===== src/rtl/load_extend_ctrl_if.sv =====
// Request, memory-read and response signals of the sub-word load controller.
// The master modport is the controller side; slave is the pipeline/memory side.
interface load_extend_ctrl_if #(
  parameter int unsigned ADDR_W = 32
);
  logic              req_valid;
  logic              req_ready;
  logic [ADDR_W-1:0] req_addr;
  logic [1:0]        req_size;
  logic              req_signed;
  logic              mem_rd_en;
  logic [ADDR_W-1:0] mem_addr;
  logic [31:0]       mem_rdata;
  logic              mem_rvalid;
  logic              rsp_valid;
  logic              rsp_ready;
  logic [31:0]       rsp_data;
  logic              rsp_err;
  logic              stall;

  modport master (
    input  req_valid, req_addr, req_size, req_signed, mem_rdata, mem_rvalid, rsp_ready,
    output req_ready, mem_rd_en, mem_addr, rsp_valid, rsp_data, rsp_err, stall
  );

  modport slave (
    output req_valid, req_addr, req_size, req_signed, mem_rdata, mem_rvalid, rsp_ready,
    input  req_ready, mem_rd_en, mem_addr, rsp_valid, rsp_data, rsp_err, stall
  );
endinterface


===== src/rtl/load_extend_ctrl.sv =====
// MEM-stage sub-word load sequencer: one aligned word read per request, lane select,
// sign/zero extension, and a held valid/ready response; stalls the pipeline while busy.
module load_extend_ctrl #(
  parameter int unsigned ADDR_W  = 32,
  parameter int unsigned TIMEOUT = 255
) (
  input logic                 clk,
  input logic                 rst_n,
  load_extend_ctrl_if.master  bus
);

  localparam logic [7:0] TimeoutLast = 8'(TIMEOUT - 1);

  typedef enum logic [1:0] {StIdle, StIssue, StWait, StResp} state_e;

  state_e            state_q, state_d;
  logic [7:0]        cnt_q, cnt_d;
  logic [ADDR_W-1:0] addr_q, addr_d;
  logic [1:0]        size_q, size_d;
  logic              signed_q, signed_d;
  logic [31:0]       rsp_data_q, rsp_data_d;
  logic              rsp_err_q, rsp_err_d;

  logic              req_bad;
  logic [7:0]        lane_b;
  logic [15:0]       lane_h;
  logic [31:0]       ext_data;

  // Misaligned half/word or the reserved size encoding never touches memory.
  always_comb begin
    req_bad = 1'b0;
    unique case (bus.req_size)
      2'b00:   req_bad = 1'b0;
      2'b01:   req_bad = bus.req_addr[0];
      2'b10:   req_bad = |bus.req_addr[1:0];
      default: req_bad = 1'b1;
    endcase
  end

  always_comb begin
    lane_b = 8'h00;
    unique case (addr_q[1:0])
      2'b00: lane_b = bus.mem_rdata[7:0];
      2'b01: lane_b = bus.mem_rdata[15:8];
      2'b10: lane_b = bus.mem_rdata[23:16];
      2'b11: lane_b = bus.mem_rdata[31:24];
    endcase
    lane_h = addr_q[1] ? bus.mem_rdata[31:16] : bus.mem_rdata[15:0];

    unique case (size_q)
      2'b00:   ext_data = {{24{signed_q & lane_b[7]}}, lane_b};
      2'b01:   ext_data = {{16{signed_q & lane_h[15]}}, lane_h};
      default: ext_data = bus.mem_rdata;
    endcase
  end

  always_comb begin
    state_d    = state_q;
    cnt_d      = cnt_q;
    addr_d     = addr_q;
    size_d     = size_q;
    signed_d   = signed_q;
    rsp_data_d = rsp_data_q;
    rsp_err_d  = rsp_err_q;

    unique case (state_q)
      StIdle: begin
        if (bus.req_valid) begin
          addr_d   = bus.req_addr;
          size_d   = bus.req_size;
          signed_d = bus.req_signed;
          if (req_bad) begin
            rsp_err_d  = 1'b1;
            rsp_data_d = 32'h0;
            state_d    = StResp;
          end else begin
            state_d = StIssue;
          end
        end
      end
      StIssue: begin
        cnt_d   = 8'h00;
        state_d = StWait;
      end
      StWait: begin
        cnt_d = cnt_q + 8'h01;
        // Data arriving on the last allowed cycle still beats the timeout.
        if (bus.mem_rvalid) begin
          rsp_data_d = ext_data;
          rsp_err_d  = 1'b0;
          state_d    = StResp;
        end else if (cnt_q == TimeoutLast) begin
          rsp_data_d = 32'h0;
          rsp_err_d  = 1'b1;
          state_d    = StResp;
        end
      end
      StResp: begin
        if (bus.rsp_ready) begin
          state_d = StIdle;
        end
      end
      default: state_d = StIdle;
    endcase
  end

  always_ff @(posedge clk or negedge rst_n) begin
    if (!rst_n) begin
      state_q    <= StIdle;
      cnt_q      <= 8'h00;
      addr_q     <= '0;
      size_q     <= 2'b00;
      signed_q   <= 1'b0;
      rsp_data_q <= 32'h0;
      rsp_err_q  <= 1'b0;
    end else begin
      state_q    <= state_d;
      cnt_q      <= cnt_d;
      addr_q     <= addr_d;
      size_q     <= size_d;
      signed_q   <= signed_d;
      rsp_data_q <= rsp_data_d;
      rsp_err_q  <= rsp_err_d;
    end
  end

  // req_ready is gated by rst_n so every output reads 0 while reset is held.
  assign bus.req_ready = rst_n & (state_q == StIdle);
  assign bus.mem_rd_en = (state_q == StIssue);
  assign bus.mem_addr  = {addr_q[ADDR_W-1:2], 2'b00};
  assign bus.rsp_valid = (state_q == StResp);
  assign bus.rsp_data  = rsp_data_q;
  assign bus.rsp_err   = rsp_err_q;
  assign bus.stall     = (state_q != StIdle);

endmodule


===== src/flat_wrapper.sv =====
// flat-port wrapper written by rule: the top's interface ports become plain ports
module load_extend_ctrl_flat 
#(
  parameter int unsigned ADDR_W  = 32,
  parameter int unsigned TIMEOUT = 255
)
  (clk, rst_n, bus_req_valid, bus_req_addr, bus_req_size, bus_req_signed, bus_mem_rdata, bus_mem_rvalid, bus_rsp_ready, bus_req_ready, bus_mem_rd_en, bus_mem_addr, bus_rsp_valid, bus_rsp_data, bus_rsp_err, bus_stall);
  load_extend_ctrl_if #(.ADDR_W(ADDR_W)) bus_i ();
  input logic clk;
  input logic rst_n;
  input wire logic [$bits(bus_i.req_valid)-1:0] bus_req_valid;
  input wire logic [$bits(bus_i.req_addr)-1:0] bus_req_addr;
  input wire logic [$bits(bus_i.req_size)-1:0] bus_req_size;
  input wire logic [$bits(bus_i.req_signed)-1:0] bus_req_signed;
  input wire logic [$bits(bus_i.mem_rdata)-1:0] bus_mem_rdata;
  input wire logic [$bits(bus_i.mem_rvalid)-1:0] bus_mem_rvalid;
  input wire logic [$bits(bus_i.rsp_ready)-1:0] bus_rsp_ready;
  output wire logic [$bits(bus_i.req_ready)-1:0] bus_req_ready;
  output wire logic [$bits(bus_i.mem_rd_en)-1:0] bus_mem_rd_en;
  output wire logic [$bits(bus_i.mem_addr)-1:0] bus_mem_addr;
  output wire logic [$bits(bus_i.rsp_valid)-1:0] bus_rsp_valid;
  output wire logic [$bits(bus_i.rsp_data)-1:0] bus_rsp_data;
  output wire logic [$bits(bus_i.rsp_err)-1:0] bus_rsp_err;
  output wire logic [$bits(bus_i.stall)-1:0] bus_stall;
  assign bus_i.req_valid = bus_req_valid;
  assign bus_i.req_addr = bus_req_addr;
  assign bus_i.req_size = bus_req_size;
  assign bus_i.req_signed = bus_req_signed;
  assign bus_i.mem_rdata = bus_mem_rdata;
  assign bus_i.mem_rvalid = bus_mem_rvalid;
  assign bus_i.rsp_ready = bus_rsp_ready;
  assign bus_req_ready = bus_i.req_ready;
  assign bus_mem_rd_en = bus_i.mem_rd_en;
  assign bus_mem_addr = bus_i.mem_addr;
  assign bus_rsp_valid = bus_i.rsp_valid;
  assign bus_rsp_data = bus_i.rsp_data;
  assign bus_rsp_err = bus_i.rsp_err;
  assign bus_stall = bus_i.stall;
  load_extend_ctrl #(.ADDR_W(ADDR_W), .TIMEOUT(TIMEOUT)) u_core (.clk(clk), .rst_n(rst_n), .bus(bus_i));
endmodule

===== config.mk =====
export PLATFORM = sky130hd
export DESIGN_NAME = load_extend_ctrl_flat
export DESIGN_NICKNAME = d
export VERILOG_FILES = /design/src/rtl/load_extend_ctrl_if.sv /design/src/rtl/load_extend_ctrl.sv /design/src/flat_wrapper.sv
export SDC_FILE = /design/constraint.sdc
export NUM_CORES = 1
export LEC_CHECK = 0
export ABC_AREA = 0
export CORE_MARGIN = 2
export CORE_UTILIZATION = 35
export DETAILED_ROUTE_END_ITERATION = 7
export GPL_TIMING_DRIVEN = 0
export PLACE_DENSITY = 0.76
export RECOVER_POWER = 100
export SYNTH_ARGS = -nofsm -noshare
export SYNTH_HDL_FRONTEND = slang
export SYNTH_SLANG_ARGS = --single-unit

===== constraint.sdc =====
create_clock -name clk -period 4.6 [get_ports clk]
set_input_delay 0.46 -clock clk [delete_from_list [all_inputs] [get_ports clk]]
set_output_delay 0.46 -clock clk [all_outputs]
set_load 0.01 [all_outputs]

# ---- After elaboration in Yosys (flattened, before gate mapping)
# Index checks and enable logic that the tools add are counted.
dict set report word_totals {
  regBits 78
  inputBits 72
  word_cells 57
}
dict set report op_classes {
  n_addsub 1
  n_eq_ne 14
  n_mux 21
  bitwise_logic 3
  reduce_logical 11
}
# op n
set ops {}
lappend ops {{$mux 32} 4}
lappend ops {{$pmux 32 s2} 2}
lappend ops {{$pmux 8 s4} 1}
lappend ops {{$mux 16} 1}
lappend ops {{$pmux 8 s2} 1}
lappend ops {{$eq 2x2->1 const B} 5}
lappend ops {{$mux 2} 5}
lappend ops {{$add 8x1->8 const B} 1}
lappend ops {{$eq 2x1->1 const B} 4}
lappend ops {{$eq 8x8->1 const B} 1}
lappend ops {{$logic_not 2->1} 4}
lappend ops {{$pmux 2 s4} 1}
lappend ops {{$reduce_bool 2->1} 3}
lappend ops {{$mux 1} 4}
lappend ops {{$ne 2x2->1 const B} 2}
lappend ops {{$reduce_and 4->1} 1}
lappend ops {{$and 1x1->1} 3}
lappend ops {{$ne 3x2->1 const B} 1}
lappend ops {{$pmux 1 s3} 1}
lappend ops {{$reduce_and 3->1} 1}
lappend ops {{$ne 2x1->1 const B} 1}
lappend ops {{$pmux 1 s2} 1}
lappend ops {{$reduce_and 2->1} 1}
lappend ops {{$reduce_or 2->1} 1}

# ---- Depth between registers and ports, before layout
dict set report depth {
  depth_word 6
  depth_mapped 9
  ltp_nobuf 6
}

# ---- Least setup slack after synthesis
# OpenSTA, ideal clock, no wires.
dict set report synth_path {
  path_type {reg-to-reg}
  start {reg u_core.state_q[0]}
  end {reg u_core.rsp_data_q[22], in the netlist u_core.bus.rsp_data[22]}
  setup_ns 0.075
  arrival_ns 1.901
  required_time_ns 4.525
  slack_ns 2.625
  path_stages_with_launch 9
  n_path_buf 2
  cell_sequence {dfrtp_1 inv_1 ha_1 nor2b_1 a2111o_1 clkbuf_1 a21o_4 buf_12 o2bb2ai_4}
}
dict set report synth_via {
  elab_chain_cells 3
}
# element line_no
set synth_rtl {}
lappend synth_rtl {{start: declaration} load_extend_ctrl.sv:16} ;# state_e state_q, state_d;
lappend synth_rtl {{start signal: assignment} load_extend_ctrl.sv:109} ;# state_q <= StIdle;
lappend synth_rtl {{start signal: assignment} load_extend_ctrl.sv:117} ;# state_q <= state_d;
lappend synth_rtl {{$eq 2x2->1 / $logic_not 2->1 (equally long branches)} load_extend_ctrl.sv:66} ;# unique case (state_q)
lappend synth_rtl {{$ne 3x2->1 (no line), or another cell as far along} n/a}
lappend synth_rtl {{$reduce_and 4->1 (no line)} n/a}
lappend synth_rtl {{end signal: assignment} load_extend_ctrl.sv:122} ;# rsp_data_q <= rsp_data_d;
lappend synth_rtl {{end: declaration} load_extend_ctrl.sv:21} ;# logic [31:0] rsp_data_q, rsp_data_d;
# Parallel ways exist; a longest one is shown, timed or not.
# A chain may end at the register's enable or synchronous reset.

# ---- Worst setup path after layout
dict set report layout_path {
  start {reg u_core.state_q[1]}
  end {reg u_core.rsp_data_q[23], in the netlist u_core.bus.rsp_data[23]}
}
# The elaborated chain is that of the path after synthesis.

==> qor.txt <==
Lkg Pwr - 2.540 nW
H-tree depth - 3
average size of a mapped cell - 11.68 sq um
Root Buffer - clkbuf_16
diode count - 0
setup bufs post-CTS - 0
1st-iter DRT viols - 216
Slew @ Worst Pin - 2.297 ns
die span in y - 111.1 um
sequential-to-total area share from yosys stat - 48.58%
synth unique cells - 42
status - finished, violations left
hpwl dp - 7860 um
GRT overflow - 0
Die Width - 111.1 um
post-DR vias/cell - 4.988
nets - 574
routed wire length - 10,440 um
Sw Pwr - 0.001309 W
CTS tree - built
post-synthesis instance area - 4018 sq um
Clk pwr share - 17.8%
Worst Slack Setup Final - 1.641 ns
Comb power frac - 51.7%
Clock Skew - 0.007002 ns
P&R area growth vs syn - 45.22%
Syn. warnings - 0
worst skew pair latency - 0.33 ns
Post-DRT Antenna Nets - 0
Data required, critical path - 4.79 ns
Worst setup SP type - register
ratio of cells with drive above 1 in the final layout - 21.60%
antenna violations before repair - 0
Final Util - 51.54%
Final Non-Filler Cells - 643
crit path kind - reg2reg
Arr. time, crit path - 3.15 ns
DP Cell Count - 627
GR Util All Layers - 17.40%
io pins - 141
first-pass GRT wire length - 17,060 um
failing checks - capacitance limit, slew limit
most common cell after layout, fill and taps aside - dfrtp_1
hold crit path type - in2async
Final Hold Vio Count - 0
RSZ-0062 raised after global routing - false
routability cong. - 0.8211
final period utilization - 64.33%
CTS sink cnt - 78
worst-path fanout max - 10
pwr/cell area - 633.6 nW/um^2
port bufs - 138
# fillers - 1,028
cts repair resizes - 0
DP Worst Slack - 2.094 ns
Final Max Tran Viols - 44
post-route minimum period - 2.959 ns
Rel. slew slack - -53.14%
final setup fails - 0
Hold WS - 0.07860 ns
register share of total power - 30.5%
Syn Inst Count - 344
share of the synthesized area in the top cell type - 48.58%
Pint - 0.002388 W
cts hold-fix bufs - 0
die area - 12,350 sq um
Sw Ratio - 35.41%
FP Rows - 39
Avg WL per Cell - 16.23 um
Max Cap Viol - 1
Yosys top cell by area - dfrtp_1
residual DRC count - 0
Worst VDD drop - 0.0003404 V
Clock Pin Slew Worst Setup and Hold Paths - 0.06 ns
via count - 3,207
FMAX - 337.9 MHz
commonest cells after routing, fill and taps aside - dfrtp_1, clkdlybuf4s50_1, dlygate4sd3_1
initial core utilization - 35.49%
top cells by area, synth - dfrtp_1, mux2_2, buf_4
vias in the first global route - 3,478
Design Power - 0.003697 W
Synth Register Bits - 78
Num CTS Buffers - 9
Placeable Area - 11,320 sq um
capturing element type of the critical path - register
largest net degree at the start of global routing - 44
Pre-antenna DRT Iters - 4
clk buf depth - 2
Yosys cell counts (all sizes together):
cell type	instances
nand2	19
a2bb2oi	8
a22o	8
a2111o	1
xnor2	1
a31oi	1
nor2	20
conb	1
clkbuf	10
nand4b	1
clkinv	1
inv	13
o21ai	5
nand2b	11
o22ai	3
mux2i	6
mux2	43
nor3	3
a21oi	6
o2bb2ai	25
nor3b	4
o221a	2
o31ai	2
o211ai	1
nand3b	3
and2	1
buf	39
nor2b	3
a21o	1
or3b	1
dfrtp	78
a2111oi	1
o221ai	7
ha	7
nand3	7
or3	1
path summary, 6_finish.rpt:
path                            slack [ns]                 endpoint                     from  depth (start not counted)
worst max-delay path                  1.64  u_core.bus.rsp_data[23]        u_core.state_q[1]                          8
worst min-delay path                  0.08         u_core.addr_q[2]                    rst_n                          1
worst max register to register        1.64  u_core.bus.rsp_data[23]        u_core.state_q[1]                          8
worst min register to register        0.48  u_core.bus.rsp_data[18]  u_core.bus.rsp_data[18]                          1
max in group asynchronous             2.00  u_core.bus.rsp_data[27]                    rst_n                          2
min in group clk                      0.48  u_core.bus.rsp_data[18]  u_core.bus.rsp_data[18]                          1
metrics by stage:
stage	cell area (sq um)	setup TNS [ns]
after detailed placement	5599	0
after floorplan	4021	0
after CTS	5876	0
after global placement	5582	-0.2928
final	5834	0
after global routing	5834	0
critical path: stages, from the launching register on:
cell and delay (ns):
dfrtp_1 0.40, inv_1 0.13, ha_1 0.31, nor3b_1 0.35, a2111o_1 0.17, clkbuf_1 0.39, a21o_1 0.28, clkbuf_1 0.65
o2bb2ai_2 0.13
per-layer routing:
layer | global-route usage (%) | share of wire (%) | up-vias
met5 | 0 | 0 | -
met4 | 4.938 | 1.2 | 0
met3 | 7.600 | 7.8 | 12
met2 | 30.43 | 50 | 117
met1 | 19.28 | 41 | 1574
li1 | - | - | 1504
state kept, by name (all words and copies together), names as in the netlist:
register and flops:
u_core.state_q 2, u_core.signed_q 1, u_core.cnt_q 8, u_core.bus.rsp_data 32
u_core.bus.rsp_err 1, u_core.addr_q 32, u_core.size_q 2
cells by family after synthesis:
kind of cell,after synthesis,share of synthesized area [%]
compound gates,71,16.47
xor+xnor,1,0.2180
fa+ha+maj,7,2.180
buf+inv,63,9.779
flops,78,48.58
mux,49,13.55
other cells,1,0.09334
simple gates,74,9.125
power groups by stage:
stage	sequential [W]	clock (W)	combinational [W]
after floorplan	0.00114	0	0.00121
after global placement	0.00113	0	0.00198
after detailed placement	0.00115	0	0.00202
after CTS	0.00114	0.000679	0.00204
after global routing	0.00116	0.000713	0.00207
final	0.00113	0.000657	0.00191
layout make-up:
type / instances / area (sq um) / area share [%]
plain buffers: 49 / 322.8 / 5.533
well taps: 143 / 178.9 / 3.067
multi-input cells: 204 / 1669 / 28.61
inverters: 14 / 52.55 / 0.9007
clock inverters: 5 / 33.78 / 0.5790
repair buffers: 139 / 1383 / 23.70
clock buffers: 11 / 242.7 / 4.160
flip-flops and latches: 78 / 1952 / 33.45
(Power assumes the default switching activity.)
